<file path="src/rtl/dram_cmd_scheduler_if.sv">
// Request handshake from the address stage and command bus toward the bank/row/column decoders.
// The scheduler connects through the slave modport and the request source through the master modport.
interface dram_cmd_scheduler_if #(
  parameter int BW  = 3,
  parameter int RW_ = 7,
  parameter int CW  = 3
);
  logic           req_valid;
  logic           req_ready;
  logic [BW-1:0]  req_bank;
  logic [RW_-1:0] req_row;
  logic [CW-1:0]  req_col;
  logic           req_we;
  logic [2:0]     cmd;
  logic [BW-1:0]  cmd_bank;
  logic [RW_-1:0] cmd_row;
  logic [CW-1:0]  cmd_col;

  modport master (
    output req_valid, req_bank, req_row, req_col, req_we,
    input  req_ready, cmd, cmd_bank, cmd_row, cmd_col
  );

  modport slave (
    input  req_valid, req_bank, req_row, req_col, req_we,
    output req_ready, cmd, cmd_bank, cmd_row, cmd_col
  );
endinterface

</file>
<file path="src/rtl/dram_cmd_scheduler.sv">
// Open-page DRAM command scheduler: tracks the open row per bank and issues
// ACT/READ/WRITE/PRE with fixed tRCD/tRP spacing, plus PREA/REF refresh with tRFC.
module dram_cmd_scheduler #(
  parameter int NUM_OF_BANKS = 8,
  parameter int NUM_OF_ROWS  = 128,
  parameter int NUM_OF_COLS  = 8,
  parameter int T_RCD        = 2,
  parameter int T_RP         = 2,
  parameter int T_RFC        = 8
) (
  input  logic                i_clk,
  input  logic                i_rst,
  dram_cmd_scheduler_if.slave bus,
  input  logic                i_refresh_req,
  output logic                o_refresh_ack,
  output logic                o_busy
);
  localparam int BW   = $clog2(NUM_OF_BANKS);
  localparam int RW_  = $clog2(NUM_OF_ROWS);
  localparam int CW   = $clog2(NUM_OF_COLS);
  localparam int CNTW = 16;

  localparam logic [2:0] CMD_NOP   = 3'b000;
  localparam logic [2:0] CMD_ACT   = 3'b001;
  localparam logic [2:0] CMD_READ  = 3'b010;
  localparam logic [2:0] CMD_WRITE = 3'b011;
  localparam logic [2:0] CMD_PRE   = 3'b100;
  localparam logic [2:0] CMD_PREA  = 3'b101;
  localparam logic [2:0] CMD_REF   = 3'b110;

  typedef enum logic [3:0] {
    S_IDLE          = 4'd0,
    S_PRE           = 4'd1,
    S_PRE_WAIT      = 4'd2,
    S_ACT           = 4'd3,
    S_ACT_WAIT      = 4'd4,
    S_RW            = 4'd5,
    S_REF_PREA      = 4'd6,
    S_REF_PREA_WAIT = 4'd7,
    S_REF           = 4'd8,
    S_REF_WAIT      = 4'd9
  } state_t;

  state_t                    r_state;
  state_t                    w_state_nxt;
  logic [CNTW-1:0]           r_cnt;
  logic [NUM_OF_BANKS-1:0]   r_open;
  logic [RW_-1:0]            r_open_row [NUM_OF_BANKS];
  logic [BW-1:0]             r_bank;
  logic [RW_-1:0]            r_row;
  logic [CW-1:0]             r_col;
  logic                      r_we;
  logic                      r_ref_pending;
  logic [2:0]                r_cmd;
  logic [BW-1:0]             r_cmd_bank;
  logic [RW_-1:0]            r_cmd_row;
  logic [CW-1:0]             r_cmd_col;
  logic                      r_ack;

  logic                      w_ready;
  logic                      w_accept;
  logic                      w_hit;
  logic                      w_any_open;
  logic                      w_cnt_zero;
  logic [BW-1:0]             w_bank_src;
  logic [RW_-1:0]            w_row_src;
  logic [CW-1:0]             w_col_src;
  logic                      w_we_src;
  logic [2:0]                w_cmd_nxt;
  logic [BW-1:0]             w_cmd_bank_nxt;
  logic [RW_-1:0]            w_cmd_row_nxt;
  logic [CW-1:0]             w_cmd_col_nxt;
  logic                      w_ack_nxt;

  assign w_ready    = (r_state == S_IDLE) && !r_ref_pending;
  assign w_accept   = bus.req_valid && w_ready;
  assign w_hit      = r_open[bus.req_bank] && (r_open_row[bus.req_bank] == bus.req_row);
  assign w_any_open = |r_open;
  assign w_cnt_zero = (r_cnt == {CNTW{1'b0}});

  // A HIT issues on the accept edge itself, so in IDLE the live request fields are used.
  assign w_bank_src = (r_state == S_IDLE) ? bus.req_bank : r_bank;
  assign w_row_src  = (r_state == S_IDLE) ? bus.req_row  : r_row;
  assign w_col_src  = (r_state == S_IDLE) ? bus.req_col  : r_col;
  assign w_we_src   = (r_state == S_IDLE) ? bus.req_we   : r_we;

  // State register
  always_ff @(posedge i_clk) begin
    if (i_rst) begin
      r_state <= S_IDLE;
    end else begin
      r_state <= w_state_nxt;
    end
  end

  // Next-state decision
  always_comb begin
    w_state_nxt = r_state;
    case (r_state)
      S_IDLE: begin
        if (r_ref_pending) begin
          w_state_nxt = w_any_open ? S_REF_PREA : S_REF;
        end else if (w_accept) begin
          if (w_hit) begin
            w_state_nxt = S_RW;
          end else begin
            w_state_nxt = r_open[bus.req_bank] ? S_PRE : S_ACT;
          end
        end else begin
          w_state_nxt = S_IDLE;
        end
      end
      S_PRE, S_PRE_WAIT:           w_state_nxt = w_cnt_zero ? S_ACT : S_PRE_WAIT;
      S_ACT, S_ACT_WAIT:           w_state_nxt = w_cnt_zero ? S_RW  : S_ACT_WAIT;
      S_RW:                        w_state_nxt = S_IDLE;
      S_REF_PREA, S_REF_PREA_WAIT: w_state_nxt = w_cnt_zero ? S_REF : S_REF_PREA_WAIT;
      S_REF, S_REF_WAIT:           w_state_nxt = w_cnt_zero ? S_IDLE : S_REF_WAIT;
      default:                     w_state_nxt = S_IDLE;
    endcase
  end

  // Command for the state being entered; address fields hold unless the command uses them
  always_comb begin
    w_cmd_nxt      = CMD_NOP;
    w_cmd_bank_nxt = r_cmd_bank;
    w_cmd_row_nxt  = r_cmd_row;
    w_cmd_col_nxt  = r_cmd_col;
    case (w_state_nxt)
      S_PRE: begin
        w_cmd_nxt      = CMD_PRE;
        w_cmd_bank_nxt = w_bank_src;
      end
      S_ACT: begin
        w_cmd_nxt      = CMD_ACT;
        w_cmd_bank_nxt = w_bank_src;
        w_cmd_row_nxt  = w_row_src;
      end
      S_RW: begin
        w_cmd_nxt      = w_we_src ? CMD_WRITE : CMD_READ;
        w_cmd_bank_nxt = w_bank_src;
        w_cmd_col_nxt  = w_col_src;
      end
      S_REF_PREA: w_cmd_nxt = CMD_PREA;
      S_REF:      w_cmd_nxt = CMD_REF;
      default:    w_cmd_nxt = CMD_NOP;
    endcase
    w_ack_nxt = ((r_state == S_REF) || (r_state == S_REF_WAIT)) && w_cnt_zero;
  end

  // Registered command bus and refresh acknowledge
  always_ff @(posedge i_clk) begin
    if (i_rst) begin
      r_cmd      <= CMD_NOP;
      r_cmd_bank <= {BW{1'b0}};
      r_cmd_row  <= {RW_{1'b0}};
      r_cmd_col  <= {CW{1'b0}};
      r_ack      <= 1'b0;
    end else begin
      r_cmd      <= w_cmd_nxt;
      r_cmd_bank <= w_cmd_bank_nxt;
      r_cmd_row  <= w_cmd_row_nxt;
      r_cmd_col  <= w_cmd_col_nxt;
      r_ack      <= w_ack_nxt;
    end
  end

  // Spacing counter: loaded with T-1 as a command issues, then counts down to zero
  always_ff @(posedge i_clk) begin
    if (i_rst) begin
      r_cnt <= {CNTW{1'b0}};
    end else begin
      case (w_state_nxt)
        S_PRE, S_REF_PREA: r_cnt <= CNTW'(T_RP - 1);
        S_ACT:             r_cnt <= CNTW'(T_RCD - 1);
        S_REF:             r_cnt <= CNTW'(T_RFC - 1);
        default: begin
          if (!w_cnt_zero) begin
            r_cnt <= r_cnt - CNTW'(1);
          end else begin
            r_cnt <= r_cnt;
          end
        end
      endcase
    end
  end

  // Open-row table, latched request and refresh-pending flag
  always_ff @(posedge i_clk) begin
    if (i_rst) begin
      r_open        <= {NUM_OF_BANKS{1'b0}};
      r_bank        <= {BW{1'b0}};
      r_row         <= {RW_{1'b0}};
      r_col         <= {CW{1'b0}};
      r_we          <= 1'b0;
      r_ref_pending <= 1'b0;
      for (int i = 0; i < NUM_OF_BANKS; i++) begin
        r_open_row[i] <= {RW_{1'b0}};
      end
    end else begin
      if (w_state_nxt == S_REF_PREA) begin
        r_open <= {NUM_OF_BANKS{1'b0}};
      end else if (w_state_nxt == S_ACT) begin
        r_open[w_bank_src]     <= 1'b1;
        r_open_row[w_bank_src] <= w_row_src;
      end else if (w_state_nxt == S_PRE) begin
        r_open[w_bank_src] <= 1'b0;
      end else begin
        r_open <= r_open;
      end
      if (w_accept) begin
        r_bank <= bus.req_bank;
        r_row  <= bus.req_row;
        r_col  <= bus.req_col;
        r_we   <= bus.req_we;
      end
      // A new pulse on the REF edge wins so that it is not lost.
      if (i_refresh_req) begin
        r_ref_pending <= 1'b1;
      end else if (w_state_nxt == S_REF) begin
        r_ref_pending <= 1'b0;
      end else begin
        r_ref_pending <= r_ref_pending;
      end
    end
  end

  assign bus.req_ready = w_ready;
  assign bus.cmd       = r_cmd;
  assign bus.cmd_bank  = r_cmd_bank;
  assign bus.cmd_row   = r_cmd_row;
  assign bus.cmd_col   = r_cmd_col;
  assign o_refresh_ack = r_ack;
  assign o_busy        = (r_state != S_IDLE);
endmodule

</file>
<file path="src/flat_wrapper.sv">
// flat-port wrapper written by rule: the top's interface ports become plain ports
module dram_cmd_scheduler_flat 
#(
  parameter int NUM_OF_BANKS = 8,
  parameter int NUM_OF_ROWS  = 128,
  parameter int NUM_OF_COLS  = 8,
  parameter int T_RCD        = 2,
  parameter int T_RP         = 2,
  parameter int T_RFC        = 8
)
  (i_clk, i_rst, i_refresh_req, o_refresh_ack, o_busy, bus_req_valid, bus_req_bank, bus_req_row, bus_req_col, bus_req_we, bus_req_ready, bus_cmd, bus_cmd_bank, bus_cmd_row, bus_cmd_col);
  dram_cmd_scheduler_if #(.BW(3), .RW_(7), .CW(3)) bus_i ();
  input  logic i_clk;
  input  logic i_rst;
  input  logic i_refresh_req;
  output logic o_refresh_ack;
  output logic o_busy;
  input wire logic [$bits(bus_i.req_valid)-1:0] bus_req_valid;
  input wire logic [$bits(bus_i.req_bank)-1:0] bus_req_bank;
  input wire logic [$bits(bus_i.req_row)-1:0] bus_req_row;
  input wire logic [$bits(bus_i.req_col)-1:0] bus_req_col;
  input wire logic [$bits(bus_i.req_we)-1:0] bus_req_we;
  output wire logic [$bits(bus_i.req_ready)-1:0] bus_req_ready;
  output wire logic [$bits(bus_i.cmd)-1:0] bus_cmd;
  output wire logic [$bits(bus_i.cmd_bank)-1:0] bus_cmd_bank;
  output wire logic [$bits(bus_i.cmd_row)-1:0] bus_cmd_row;
  output wire logic [$bits(bus_i.cmd_col)-1:0] bus_cmd_col;
  assign bus_i.req_valid = bus_req_valid;
  assign bus_i.req_bank = bus_req_bank;
  assign bus_i.req_row = bus_req_row;
  assign bus_i.req_col = bus_req_col;
  assign bus_i.req_we = bus_req_we;
  assign bus_req_ready = bus_i.req_ready;
  assign bus_cmd = bus_i.cmd;
  assign bus_cmd_bank = bus_i.cmd_bank;
  assign bus_cmd_row = bus_i.cmd_row;
  assign bus_cmd_col = bus_i.cmd_col;
  dram_cmd_scheduler #(.NUM_OF_BANKS(NUM_OF_BANKS), .NUM_OF_ROWS(NUM_OF_ROWS), .NUM_OF_COLS(NUM_OF_COLS), .T_RCD(T_RCD), .T_RP(T_RP), .T_RFC(T_RFC)) u_core (.i_clk(i_clk), .i_rst(i_rst), .bus(bus_i), .i_refresh_req(i_refresh_req), .o_refresh_ack(o_refresh_ack), .o_busy(o_busy));
endmodule
</file>
<file path="config.mk">
export PLATFORM = sky130hd
export DESIGN_NAME = dram_cmd_scheduler_flat
export DESIGN_NICKNAME = d
export VERILOG_FILES = /design/src/rtl/dram_cmd_scheduler_if.sv /design/src/rtl/dram_cmd_scheduler.sv /design/src/flat_wrapper.sv
export SDC_FILE = /design/constraint.sdc
export NUM_CORES = 1
export LEC_CHECK = 0
export CAP_MARGIN = 20
export CORE_MARGIN = 3
export CORE_UTILIZATION = 50
export DETAILED_ROUTE_END_ITERATION = 6
export DONT_BUFFER_PORTS = 1
export GPL_ROUTABILITY_DRIVEN = 1
export PLACE_DENSITY_LB_ADDON = 0.05
export SLEW_MARGIN = 5
export SYNTH_ARGS = -nofsm -noshare
export SYNTH_HDL_FRONTEND = slang
export SYNTH_SLANG_ARGS = --single-unit
export TNS_END_PERCENT = 10
</file>
<file path="constraint.sdc">
create_clock -name i_clk -period 4.6 [get_ports i_clk]
set_clock_uncertainty 0.15 [all_clocks]
set_input_delay 0.23 -clock i_clk [delete_from_list [all_inputs] [get_ports i_clk]]
set_output_delay 0.23 -clock i_clk [all_outputs]
set_load 0.01 [all_outputs]
</file>
==> metrics.md, run 1 <==
| Metric | Value |
|---|---|
| Synth-to-Final Area Change | 13.5% |
| Syn Inst Count | 560 |
| Total chip power | 4.41 mW |
| Final-report setup violation count | 0 |
| Commonest non-fill, non-tap cells in the layout | nand2_1 (72), nor4_1 (60), dfxtp_1 (60) |
| DR vias/cell | 6.25 |
| Setup crit end kind | register |
| Post-synth ARST share | 0 |
| H-tree Lvls | 4 |
| Cell Pwr Density | 679 nW/µm² |
| Syn nets | 579 |
| Synth Register Bits | 116 |
| Least-Margin Pin Slew | 1080 ps |
| WP data arrival | 3740 ps |
| Most common cell after layout, fill and taps aside | nand2_1 |
| Final Hold Fails | 0 |
| CP Class | register to register |
| Leakage Power | 2.23 nW |
| Crit path max-delay family | simple AND/OR/NAND/NOR gates |
| WL final | 14700 µm |
| Clock slew at reported path FFs | 50 ps |
| Antenna violations before repair | 0 |
| Worst path required time | 4560 ps |
| Routability cong. | 0.854 |
| Root buffer cell | clkbuf_16 |
| CTS Buf Count | 17 |
| Critical-path cell list | or2_1, nor3_4, buf_4, inv_2, or2_1, nor2_2, o2111ai_2, nor4_4, o22ai_2, nand3_2, buf_4, nor4_1 |
| Die Wd | 113 µm |
| Synth area leaders | edfxtp_1 (29%), dfxtp_1 (21%), nor4_1 (6.6%) |
| Grt ovf | 0 |
| Worst slew margin | 0.257 |
| Core ar. | 11000 µm² |
| Initial Util | 0.521 |
| CP max stage cell | buf_4 |
| Outcome | completed |
| Total GRT Usage | 0.242 |
| Cell area after layout | 6490 µm² |
| Longest Clk Path Bufs | 2 |
| Postcts setup bufs | 0 |
| EDFF count, synth | 56 |
| Finished Layout Cells | 720 |
| Fin crit period | 3770 ps |
| Multi-input logic area | 2610 µm² |
| Fmax achieved | 0.265 GHz |
| Drt pass-1 iters | 5 |
| # DRC | 0 |
| First-pass GRT wire length | 23700 µm |
| Initial DRC count | 482 |
| Max_cap viols | 0 |
| Final worst slack | 827 ps |
| N_diodes | 0 |
| # IOs | 37 |
| Number of global-route vias before repair | 4305 |
| # clock sinks | 116 |
| Routed WL per cell | 20.4 µm |
| Final Cycle Share | 0.820 |
| Final #Nets | 586 |
| CTS tree | done |
| Pins over their slew limit | 0 |
| Crit-path max cell delay | 440 ps |
| Die Height | 113 µm |
| RSZ-0062 raised after global routing | false |
| Filler instances | 967 |
| TNS Setup | 0 ps |
| VDD IR-drop max | 473 µV |
| Placed inst area | 5790 µm² |
| Bufs and invs on worst path | 3 |
| Sequential share of the synthesized area | 0.504 |
| Worst Hold Class | primary input to register |
| Crit-path max FO | 34 |
| Largest net degree at the start of global routing | 106 |
| Register area | 2880 µm² |
| Area leader, netlist | edfxtp_1 |
| Post-synth top area share | 0.294 |
| Via Count | 4502 |
| Synth Warn # | 0 |
| Mean Syn Cell Area | 10.2 µm² |
| Post-place setup slack | 841 ps |
| FP Rows | 38 |
| Mapped Area | 5720 µm² |
| Most used flip-flop cell after synthesis | dfxtp_1 |
| Die ar. | 12800 µm² |
| Clock Latency Late Sink | 410 ps |
| DP Cell Count | 671 |
| Share of cells above drive strength 1 | 0.136 |
| DP Wirelength | 9120 µm |
| Critical path launch point type | register |
| Number of port buffers | 0 |
| Final ANT Viol Nets | 0 |
| Yosys cell types | 61 |
-- metrics by stage --
step / utilization / hold WS [ps]
floorplan: - / 197
global placement: 0.527 / 161
detailed placement: 0.527 / 162
CTS: 0.590 / 9.53
global route: 0.591 / 12.0
finish: 0.591 / 10.8
-- synthesized netlist by cell type, types with 4 or more instances --
cell type   n
a21o_1      6
a21oi_1    36
a22o_1      4
a31oi_1     4
and3_1      4
buf_2      14
clkbuf_1   23
dfxtp_1    60
edfxtp_1   56
inv_1       6
mux2_2      4
mux2i_1    23
mux4_2      8
nand2_1    72
nand2b_1    4
nand3_1    14
nand3b_1    4
nand4_1     6
nor2_1     23
nor2b_1     5
nor3_1     13
nor3_2     10
nor4_1     60
o211ai_1   10
o21ai_0    14
o31ai_1    10
or2_2       7
or4_1       4
xnor2_1    11
xor2_1      7
-- registers in the layout, indices dropped and copies added (netlist names), named ones only --
register	flops
u_core.o_refresh_ack	1
u_core.r_ref_pending	1
u_core.r_cnt	16
u_core.bus.cmd_col	3
u_core.bus.cmd_row	7
u_core.r_row	7
u_core.r_bank	3
u_core.r_state	4
u_core.bus.cmd_bank	3
u_core.r_col	3
u_core.bus.cmd	3
u_core.r_open_row	56
u_core.r_we	1
-- final timing paths --
path	startpoint	to	slack, ps	depth (start not counted)
max	u_core.r_state[2]	u_core.r_open_row[4][3]	830	12
max reg2reg	u_core.r_state[2]	u_core.r_open_row[4][3]	830	12
min	bus_req_we	u_core.bus.cmd[0]	10	3
min reg2reg	u_core.r_col[0]	u_core.r_col[0]	310	2
-- final cells by class --
cell class,count,share of cell area
Clock buffer,23,0.0736
Clock inverter,9,0.00559
Inverter,7,0.00405
Multi-Input combinational cell,395,0.402
Sequential cell,116,0.444
Tap cell,140,0.0270
Timing Repair Buffer,30,0.0436
-- power breakdown --
group	leakage, nW	internal [mW]	total, mW	switching (mW)
registers	1.07	1.28	1.43	0.153
logic	0.913	0.556	1.84	1.28
clock network	0.253	0.713	1.14	0.430
total	2.23	2.55	4.41	1.86
-- cell families (layout without fill, tap and decap cells) --
kind of cell / count (synthesis) / count (layout) / share of synthesized area
simple gates: 241 / 241 / 0.233
compound gates: 100 / 100 / 0.114
flops: 116 / 116 / 0.504
fa+ha+maj: 1 / 1 / 0.00219
buf+inv: 49 / 69 / 0.0392
xor+xnor: 18 / 18 / 0.0276
mux: 35 / 35 / 0.0797
-- layer usage --
metal / track usage / wire length (µm) / up-vias
met3: 0.0647 / 1230 / 15
met1: 0.331 / 6500 / 2151
li1: - / - / 2141
met2: 0.374 / 6800 / 195
met5: 0 / 0 / -
met4: 0.0817 / 176 / 0
-- what timing repair did --
action,4_1_cts,5_1_grt
hold buffers,16,0
hold endpoints to repair,105,0
gates resized for setup,0,0
-- worst register-to-register path: stages (launching register included) --
cell and delay (ps):
dfxtp_1 400, or2_1 300, nor3_4 110, buf_4 220, inv_2 50, or2_1 430, nor2_2 170, o2111ai_2 130
nor4_4 350, o22ai_2 170, nand3_2 430, buf_4 440, nor4_1 120
Power figures use the tool's default switching activity.
==> run 2: changes to the inputs <==
==> constraint.sdc (replaced) <==
create_clock -name i_clk -period 3.5 [get_ports i_clk]
set_clock_uncertainty 0.15 [all_clocks]
set_input_delay 0.175 -clock i_clk [delete_from_list [all_inputs] [get_ports i_clk]]
set_output_delay 0.175 -clock i_clk [all_outputs]
set_load 0.01 [all_outputs]
==> run 2 against run 1 <==
Effect of this change:
- sequential power is 31% higher
- critical path depth decreased by 3
- flip-flop and latch count did not move
- clock power up 61%
- die area stayed put
- utilization rose by 2.0 points
- largest power group unchanged
==> metrics.md, run 2 (synthesis results as in run 1) <==
| Metric | Value |
|---|---|
| Largest net degree at the start of global routing | 107 (was 106) |
| Clock slew at reported path FFs | 60 ps (was 50 ps) |
| Worst path required time | 3490 ps (was 4560 ps) |
| GR Layer Usage met1 | 0.344 (was 0.331) |
| Grt ovf | 0 (unchanged) |
| Setup crit end kind | register (unchanged) |
| H-tree Lvls | 4 (unchanged) |
| Least-Margin Pin Slew | 918 ps (was 1080 ps) |
| Total GRT Usage | 0.241 (was 0.242) |
| Routed WL per cell | 19.9 µm (was 20.4 µm) |
| Critical-path cell list | mux4_2, mux2i_1, xor2_1, o2111ai_2, nor4_4, o22ai_2, nand3_4, buf_4, nor4_1 (was or2_1, nor3_4, buf_4, inv_2, or2_1, nor2_2, o2111ai_2, nor4_4, o22ai_2, nand3_2, buf_4, nor4_1) |
| TNS Setup | 0 ps (unchanged) |
| Final Hold Fails | 0 (unchanged) |
| Final-report setup violation count | 0 (unchanged) |
| Die ar. | 12800 µm² (unchanged) |
| Clock Latency Late Sink | 420 ps (was 410 ps) |
| Grt peak-use layer | met2 (unchanged) |
| Max_cap viols | 0 (unchanged) |
| Number of port buffers | 0 (unchanged) |
| Biggest regs | u_core.r_open_row: 56 flops, u_core.r_cnt: 16 flops (unchanged) |
| Bufs and invs on worst path | 1 (was 3) |
| Fin crit period | 3220 ps (was 3770 ps) |
| GRT met3 Usage | 0.0663 (was 0.0647) |
| CTS Buf Count | 17 (unchanged) |
| Fin util | 0.611 (was 0.591) |
| Antenna violations before repair | 0 (unchanged) |
| Outcome | completed (unchanged) |
| Worst slew margin | 0.371 (was 0.257) |
| Crit path max-delay family | simple AND/OR/NAND/NOR gates (unchanged) |
| Cell area after layout | 6710 µm² (was 6490 µm²) |
| Final ANT Viol Nets | 0 (unchanged) |
| Initial Util | 0.521 (unchanged) |
| Most common cell after layout, fill and taps aside | nand2_1 (unchanged) |
| Via Count | 4459 (was 4502) |
| DR vias/cell | 6.08 (was 6.25) |
| Placed inst area | 5900 µm² (was 5790 µm²) |
| CP max stage cell | mux4_2 (was buf_4) |
| Number of global-route vias before repair | 4453 (was 4305) |
| # IOs | 37 (unchanged) |
| Routability cong. | 0.837 (was 0.854) |
| Root buffer cell | clkbuf_16 (unchanged) |
| Final Cycle Share | 0.919 (was 0.820) |
| CTS tree | done (unchanged) |
| Final #Nets | 599 (was 586) |
| Crit-path max cell delay | 490 ps (was 440 ps) |
| Die Wd | 113 µm (unchanged) |
| DP Wirelength | 9180 µm (was 9120 µm) |
| Cell Pwr Density | 935 nW/µm² (was 679 nW/µm²) |
| Most flop-heavy register | u_core.r_open_row (unchanged) |
| WL final | 14600 µm (was 14700 µm) |
| Fmax achieved | 0.311 GHz (was 0.265 GHz) |
| Leakage Power | 2.34 nW (was 2.23 nW) |
| # DRC | 0 (unchanged) |
| Core ar. | 11000 µm² (unchanged) |
| N_diodes | 0 (unchanged) |
| Initial DRC count | 470 (was 482) |
| VDD IR-drop max | 687 µV (was 473 µV) |
| Met2 Resource Use GR | 0.363 (was 0.374) |
| Total chip power | 6.27 mW (was 4.41 mW) |
| Longest Clk Path Bufs | 2 (unchanged) |
| Crit-path max FO | 26 (was 34) |
| Critical path launch point type | register (unchanged) |
| WP data arrival | 3200 ps (was 3740 ps) |
| Worst Hold Class | primary input to register (unchanged) |
| Pins over their slew limit | 0 (unchanged) |
| FP Rows | 38 (unchanged) |
| Postcts setup bufs | 0 (unchanged) |
| Share of cells above drive strength 1 | 0.172 (was 0.136) |
| Die Height | 113 µm (unchanged) |
| CP Class | register to register (unchanged) |
| Synth-to-Final Area Change | 17.3% (was 13.5%) |
| # clock sinks | 116 (unchanged) |
| Commonest non-fill, non-tap cells in the layout | nand2_1 (72), nor4_1 (60), dfxtp_1 (60) (unchanged) |
| First-pass GRT wire length | 23900 µm (was 23700 µm) |
| Drt pass-1 iters | 5 (unchanged) |
| Max FFs per register | 56 (unchanged) |
-- run 2: cell types whose count changed in the layout (fill, tap and decap cells not counted), sizes merged --
| cell | change |
|---|---|
| buf | +13 |
| clkbuf | -5 |
| bufinv | +4 |
| clkinv | -3 |
| clkinvlp | +3 |
| inv | +1 |
-- run 2: what timing repair did --
action                                  in CTS  in global routing
endpoints found under the hold margin      113                  0
hold buffers                                16                  0
gates resized for setup                      0                  2
endpoints found under the setup margin       0                115
-- run 2: worst paths after layout --
kind / startpoint / to / slack [ps] / depth (start not counted)
worst max-delay path: u_core.r_open_row[2][0] / u_core.r_open_row[4][2] / 280 / 9
worst min-delay path: i_rst / u_core.bus.cmd_row[3] / 2 / 2
worst max register to register: u_core.r_open_row[2][0] / u_core.r_open_row[4][2] / 280 / 9
worst min register to register: u_core.r_row[5] / u_core.r_row[5] / 300 / 2
-- run 2: per-layer routing --
layer	part of all wire	wire length, µm	vias up
li1	-	-	2167
met1	0.47	6910	2144
met2	0.45	6600	126
met3	0.061	892	22
met4	0.015	212	0
met5	0	0	-
-- run 2: report_power, final --
group / switching (mW) / internal, mW
clock network: 0.628 / 1.20
registers: 0.203 / 1.68
logic: 1.70 / 0.856
-- run 2: stage by stage --
step	cells	setup WS, ps	hold slack, ps
2_1_floorplan	560	323	142
3_3_place_gp	685	259	103
3_5_place_dp	685	164	105
4_1_cts	733	149	15.6
5_1_grt	733	-11.7	31.9
6_report	733	285	2.48
-- run 2: cell type report --
class	count	area, µm²
fill	907	4280
sequential	116	2880
multi-input combinational	395	2620
clock buffer	18	439
timing repair buffer	43	380
clock inverter	14	184
tap	140	175
inverter	7	26.3
